===== config.mk =====
export PLATFORM = sky130hd
export DESIGN_NAME = captura_requisicao
export DESIGN_NICKNAME = d
export VERILOG_FILES = /design/src/rtl/captura_pkg.sv /design/src/rtl/contador_estavel.sv /design/src/rtl/captura_requisicao.sv
export SDC_FILE = /design/constraint.sdc
export NUM_CORES = 1
export LEC_CHECK = 0
export ABC_AREA = 1
export CAP_MARGIN = 20
export CORE_ASPECT_RATIO = 1.1
export CORE_MARGIN = 8
export CORE_UTILIZATION = 35
export DETAILED_ROUTE_END_ITERATION = 12
export DONT_BUFFER_PORTS = 1
export PLACE_DENSITY = 0.59
export RECOVER_POWER = 25
export SLEW_MARGIN = 20
export SYNTH_ARGS = -nofsm -noshare
export SYNTH_HDL_FRONTEND = slang
export SYNTH_SLANG_ARGS = --single-unit
export TNS_END_PERCENT = 5

===== constraint.sdc =====
create_clock -name CLK -period 1.6 [get_ports CLK]
set_clock_uncertainty 0.15 [all_clocks]
set_input_delay 0.48 -clock CLK [delete_from_list [all_inputs] [get_ports CLK]]
set_output_delay 0.48 -clock CLK [all_outputs]
set_load 0.05 [all_outputs]

===== src/rtl/captura_pkg.sv =====
// Shared types and widths for the request capture block.
package captura_pkg;

  localparam int unsigned USER_W = 3;
  localparam int unsigned FUNC_W = 3;

  typedef enum logic [1:0] {
    IDLE,
    DEBOUNCE,
    PENDING,
    RELEASE
  } estado_t;

endpackage


===== src/rtl/contador_estavel.sv =====
// Saturating stable-sample counter.
// fim flags that the next increment reaches MAX, so callers can act on that same edge.
module contador_estavel #(
  parameter int unsigned W   = 8,
  parameter int unsigned MAX = 4
) (
  input  logic clk,
  input  logic rst,
  input  logic clr,
  input  logic inc,
  output logic fim
);

  localparam logic [W-1:0] MAXV = W'(MAX);
  localparam logic [W-1:0] LIM  = W'(MAX - 1);

  logic [W-1:0] cnt;

  // clr together with inc restarts the count at 1 (first sample of a new run)
  always_ff @(posedge clk) begin
    if (rst) begin
      cnt <= '0;
    end else if (clr) begin
      cnt <= inc ? W'(1) : '0;
    end else if (inc && (cnt < MAXV)) begin
      cnt <= cnt + W'(1);
    end
  end

  assign fim = (cnt >= LIM);

endmodule


===== src/rtl/captura_requisicao.sv =====
// Debounced button request capture with pending/ack handshake.
// Optional pending timeout enabled by defining CAPTURA_TIMEOUT_EN.
module captura_requisicao
  import captura_pkg::*;
#(
  parameter int unsigned DEBOUNCE_CYCLES = 4,
  parameter int unsigned TIMEOUT_CYCLES  = 64
) (
  input  logic              CLK,
  input  logic              RST,
  input  logic [USER_W-1:0] CH_USER,
  input  logic              CH_FUNC2,
  input  logic [1:0]        BTN,
  input  logic              ACK,
  output logic              REQ_VALID,
  output logic [USER_W-1:0] REQ_USER,
  output logic [FUNC_W-1:0] REQ_FUNC,
  output logic              TIMEOUT
);

  estado_t    estado;
  logic [1:0] amostra;
  logic       d_clr, d_inc, d_fim;

  contador_estavel #(.W(8), .MAX(DEBOUNCE_CYCLES)) u_debounce (
    .clk (CLK),
    .rst (RST),
    .clr (d_clr),
    .inc (d_inc),
    .fim (d_fim)
  );

  // Counter is held at 0 outside DEBOUNCE/RELEASE so d_fim is valid on the first sample
  always_comb begin
    d_clr = 1'b1;
    d_inc = 1'b0;
    unique case (estado)
      IDLE: begin
        d_inc = (BTN != 2'b00) && !d_fim;
      end
      DEBOUNCE: begin
        if (BTN == 2'b00) begin
          d_clr = 1'b1;
        end else if (BTN == amostra) begin
          d_clr = d_fim;
          d_inc = !d_fim;
        end else begin
          d_inc = 1'b1;
        end
      end
      PENDING: begin
        d_clr = 1'b1;
      end
      RELEASE: begin
        if (BTN == 2'b00) begin
          d_clr = d_fim;
          d_inc = !d_fim;
        end
      end
      default: d_clr = 1'b1;
    endcase
  end

`ifdef CAPTURA_TIMEOUT_EN
  logic t_clr, t_inc, t_fim;

  assign t_inc = (estado == PENDING) && !ACK && !t_fim;
  assign t_clr = !t_inc;

  contador_estavel #(.W(16), .MAX(TIMEOUT_CYCLES)) u_timeout (
    .clk (CLK),
    .rst (RST),
    .clr (t_clr),
    .inc (t_inc),
    .fim (t_fim)
  );
`endif

  always_ff @(posedge CLK) begin
    if (RST) begin
      estado    <= IDLE;
      amostra   <= '0;
      REQ_VALID <= 1'b0;
      REQ_USER  <= '0;
      REQ_FUNC  <= '0;
      TIMEOUT   <= 1'b0;
    end else begin
      TIMEOUT <= 1'b0;
      unique case (estado)
        IDLE: begin
          if (BTN != 2'b00) begin
            amostra <= BTN;
            if (d_fim) begin
              REQ_USER  <= CH_USER;
              REQ_FUNC  <= {CH_FUNC2, BTN};
              REQ_VALID <= 1'b1;
              estado    <= PENDING;
            end else begin
              estado <= DEBOUNCE;
            end
          end
        end
        DEBOUNCE: begin
          if (BTN == 2'b00) begin
            estado <= IDLE;
          end else if (BTN == amostra) begin
            if (d_fim) begin
              REQ_USER  <= CH_USER;
              REQ_FUNC  <= {CH_FUNC2, amostra};
              REQ_VALID <= 1'b1;
              estado    <= PENDING;
            end
          end else begin
            amostra <= BTN;
          end
        end
        PENDING: begin
          if (ACK) begin
            REQ_VALID <= 1'b0;
            estado    <= RELEASE;
          end
`ifdef CAPTURA_TIMEOUT_EN
          else if (t_fim) begin
            REQ_VALID <= 1'b0;
            TIMEOUT   <= 1'b1;
            estado    <= RELEASE;
          end
`endif
        end
        RELEASE: begin
          if ((BTN == 2'b00) && d_fim) begin
            estado <= IDLE;
          end
        end
        default: estado <= IDLE;
      endcase
    end
  end

endmodule


==> Word level (Yosys, flattened, before mapping) <==
Cells that the tools add are included.
{ "word_totals": {"regBits": 19, "word_cells": 78} }
{ "classes": {"addsub": 1, "magnitude_cmp": 2, "n_eq_ne": 14, "muxes": 40, "reduce_logical": 15} }
{ "op_table": {"columns": ["cell", "n"], "rows": [
  ["$mux 3", 9],
  ["$mux 2", 10],
  ["$mux 8", 2],
  ["$ne 2x2->1 const B", 8],
  ["$mux 1", 12],
  ["$pmux 3 s2", 2],
  ["$reduce_and 5->1", 2],
  ["$add 8x1->8 const B", 1],
  ["$ge 8x2->1 const B", 1],
  ["$lt 8x3->1 const B", 1],
  ["$pmux 2 s4", 1],
  ["$reduce_and 4->1", 2],
  ["$ne 3x3->1 const B", 2],
  ["$pmux 1 s3", 2],
  ["$reduce_and 6->1", 1],
  ["$reduce_bool 2->1", 3],
  ["$eq 2x2->1 const B", 2],
  ["$logic_not 2->1", 2],
  ["$pmux 2 s2", 1],
  ["$logic_and 1x1->1", 3],
  ["$reduce_bool 3->1", 1],
  ["$eq 2x1->1 const B", 1],
  ["$eq 2x2->1", 1],
  ["$pmux 1 s2", 1],
  ["$logic_not 1->1", 1]
]} }

==> Longest topological paths before layout <==
{ "depth": {"ltp_word": 8, "ltp_mapped": 11, "depth_no_buf": 11} }

==> Cells and area by module <==
Synthesis repeated with hierarchy kept, for this count alone.
{ "unflattened": {"hier_cells": 157, "area_unflattened_um2": 1098.6} }
{ "by_module_without_submodules": {"columns": ["module", "instances", "cells_per_inst", "area_per_inst_um2"], "rows": [
  ["captura_requisicao", 1, 113, 767.0],
  ["contador_estavel", 1, 44, 331.6]
]} }

==> Least setup slack after synthesis <==
No wires, ideal clock.
{ "synth_path": {"path_kind": "input to register", "from": "input BTN[0]", "to": "register estado[1]", "t_arrival_ns": 1.163, "path_slack_ns": 0.174, "stages": 8, "cell_sequence": "nor2_2 -> inv_2 -> o21ai_1 -> inv_2 -> nand3_1 -> nand2_1 -> nand2_1 -> nor2_1"} }
{ "synth_via": {"elab_chain_cells": 4} }
{ "synth_rtl": {"columns": ["element", "line", "source"], "rows": [
  ["from (decl)", "captura_requisicao.sv:13", "input logic [1:0] BTN,"],
  ["$logic_not 2->1", "captura_requisicao.sv:104, captura_requisicao.sv:131", null],
  ["$logic_and 1x1->1", "captura_requisicao.sv:131", "if ((BTN == 2'b00) && d_fim) begin"],
  ["$ne 2x2->1 (no source line)", null, null],
  ["$reduce_and 5->1 (no source line)", null, null],
  ["to (signal assigned)", "captura_requisicao.sv:105", "estado <= IDLE;"],
  ["to (signal assigned)", "captura_requisicao.sv:132", "estado <= IDLE;"],
  ["to (signal assigned)", "captura_requisicao.sv:135", "default: estado <= IDLE;"],
  ["to (decl)", "captura_requisicao.sv:21", "estado_t estado;"]
]} }
Parallel ways exist; a longest one is shown, timed or not.
A chain may end at the register's enable or synchronous reset.

==> Worst setup path after layout <==
{ "layout_path": {"from": "register REQ_FUNC[2]", "to": "output REQ_FUNC[2]"} }
{ "layout_rtl": {"columns": ["element", "line", "source"], "rows": [
  ["from (decl)", "captura_requisicao.sv:17", "output logic [FUNC_W-1:0] REQ_FUNC,"],
  ["from (signal assigned)", "captura_requisicao.sv:95", "REQ_FUNC <= {CH_FUNC2, BTN};"],
  ["from (signal assigned)", "captura_requisicao.sv:109", "REQ_FUNC <= {CH_FUNC2, amostra};"]
]} }
No word-level cell between the ends.

==> summary.txt <==
Outcome
  • Status: completed

Setup path
  • CP Class: flop to output pin
  • CP startpoint kind: flop
  • Critical path peak fanout: 2
  • R2r setup slk: 0.10 ns
  • Required time worst endpoint: about 0.97 ns
  • Worst Path Arrival: 0.88 ns
  • CP bufs+invs: 1
  • CP delay by family, top: flip-flops
  • CP Capture Type: output pin
  • Crit path largest cell delay: 0.32 ns
  • Slowest cell on crit path: dfxtp_1
  • Crit-path cells: buf_2

Clock network
  • Hold_buf cts: 0
  • Worst-skew pair later-pin latency: 0.29 ns
  • Clk slew on worst S/H paths: roughly 0.11 ns
  • Root buf cell: clkbuf_4
  • H-tree Lvls: 1
  • Inserted Clock Buffers: 3
  • Clock Sinks: 19
  • CTS tree: built
  • Clock tree buffer depth: 2

Job
  • Maxcap violations: 0

Logic synthesis
  • Compound-Gate Fraction of Synth Area: 0.132
  • Ys flop type: dfxtp_1
  • Post-synth ARST share: 0
  • Sequential area share after synthesis: 0.435
  • Synthesized cell area: between 800 and 900 um2
  • EDFF count, synth: 0
  • Main combinational cell family by area after synthesis: simple AND/OR/NAND/NOR gates
  • Mux share of post-synthesis cell area: 0
  • XOR/XNOR share of the synthesized area: 0
  • FF+latch count, synth: 19
  • Netlist cell types: 22
  • Adder-Cell Fraction of Synth Area: 0.0143
  • Simple-gate portion of the synthesized area: 0.333
  • YS warnings: 0
  • Gate Count Post-Synth: 125
  • Synth Area per Inst: 7.00 um2

Die
  • Initial core utilization: 0.357
  • Io pins: 17
  • Core footprint: 0.00245 mm2
  • Die height: around 70 um
  • Die area: 0.00436 mm2
  • Die width: 63.7 um
  • Rows: 19

Power
  • Cell area power density: roughly 1600 mW/mm2
  • Leakage: 0.000487 uW
  • Peak VDD IR: roughly 0.00064 V

Timing
  • Final number of setup-violating endpoints: 0
  • Hold WS: about 0.083 ns
  • Final Hold Fails: 0
  • Max-slew violations: 0
  • Tcrit/Tclk final: 0.941
  • Minimum clock period after layout: ~1.5 ns
  • RSZ-0062 raised after global routing: yes
  • Fmax: 664 MHz

Layout
  • Final nets: around 150
  • Antenna Cells: 0
  • Layout cell share with drive strength beyond 1: 0.204
  • Syn-to-layout area delta: 17.5%
  • Layout Cells excl Fill: 173

Route
  • DRT iter0 DRCs: 25
  • DRC violations left: 0
  • Post-DRT Antenna Nets: 0
  • Drt wl/cell: 10.3 um
  • Via/cell ratio: roughly 4.5
  • Drt pass-1 iters: 4
  • WL final: 1780 um
  • Via count: 775

Global route
  • Initial antenna violation count: 0
  • Largest net degree at the start of global routing: 13
  • GRT overflow: 0
  • First-pass GRT wire length: 2940 um
  • Vias in the first global route: 741
  • Overall Global Routing Usage: 0.0836

Place
  • Placed cells: 167
  • Hpwl dp: 1410 um
  • RePlAce Congestion: roughly 0.87
  • IO Port Bufs: 0

Hold path
  • Hold Crit Class: input pin to flop
==> per-layer routing <==
metal / track usage / vias to the layer above / routed length, um
met5: 0 / - / 0
met4: 0.0446 / 0 / 42
met3: 0.0311 / 4 / 87
met2: 0.160 / 11 / 956
met1: 0.0775 / 341 / 697
li1: - / 419 / -
==> sequential cells by signal, summed over array words and instances (netlist names) <==
name,count
REQ_FUNC,3
estado,2
REQ_VALID,1
amostra,2
REQ_USER,3
u_debounce.cnt,8
==> cells by family (layout without fill, tap and decap cells) <==
family                   Yosys count  count (layout)
flip-flops                        19              19
AO/OA/AOI/OAI                     19              19
AND/OR/NAND/NOR                   67              67
adder cells (fa/ha/maj)            1               1
buffers and inverters             18              29
other                              1               7
==> metrics by stage <==
step                 util  setup TNS [ns]  worst slack, ns  area (um2)  power, uW
floorplan               -               0            0.174         897       1240
global placement    0.399               0           0.0697         977       1390
detailed placement  0.399               0           0.0596         977       1400
CTS                 0.411               0           0.0487        1010       1650
global route        0.420        -0.00581         -0.00429        1030       1780
finish              0.420               0           0.0944        1030       1650
==> cell type report <==
type,instances,area [um2]
multi-input cells,94,455
repair buffers,9,62.6
clock inverters,1,5.00
fillers,258,1420
well taps,31,38.8
inverters,16,60.1
clock buffers,3,22.5
flip-flops and latches,19,383
==> placed cells by master (no fill, tap or decap), drive strengths merged <==
master / n
buf: 9
nor3: 2
inv: 15
nand3: 9
conb: 7
o21bai: 2
dfxtp: 19
nand4: 1
nand2: 40
clkbuf: 3
ha: 1
a21oi: 10
o21ai: 7
clkinv: 2
nor2: 15
==> worst paths after layout <==
| kind | from | to | cells after the start |
|---|---|---|---|
| hold / removal | RST | REQ_FUNC[0] | 1 |
| setup / recovery | REQ_FUNC[2] | REQ_FUNC[2] | 1 |
| hold reg to reg | amostra[1] | amostra[1] | 2 |
| setup reg to reg | u_debounce.cnt[0] | REQ_USER[0] | 8 |
==> repair_timing <==
item,in CTS,in global routing
setup buffers,0,2
gates cloned,0,0
gates resized for setup,1,4
endpoints found under the setup margin,1,10
pin swaps,0,2
==> where the power goes <==
| group | leakage (uW) | switching, uW | internal (uW) |
|---|---|---|---|
| clock network | 0.0000177 | 146 | 93.0 |
| registers | 0.000159 | 88.2 | 569 |
| logic | 0.000311 | 494 | 260 |
==> Yosys cell counts, types with 2 or more instances <==
library cell,instances,share of area
nand2_1,37,0.16
dfxtp_1,19,0.43
nor2_1,13,0.056
inv_1,11,0.047
a21oi_1,10,0.057
nand3_1,9,0.051
inv_2,4,0.017
o21ai_0,4,0.023
nand2_2,3,0.021
nor2_2,2,0.014
o21ai_1,2,0.011
Note: power is estimated with default switching activity, not from simulation.
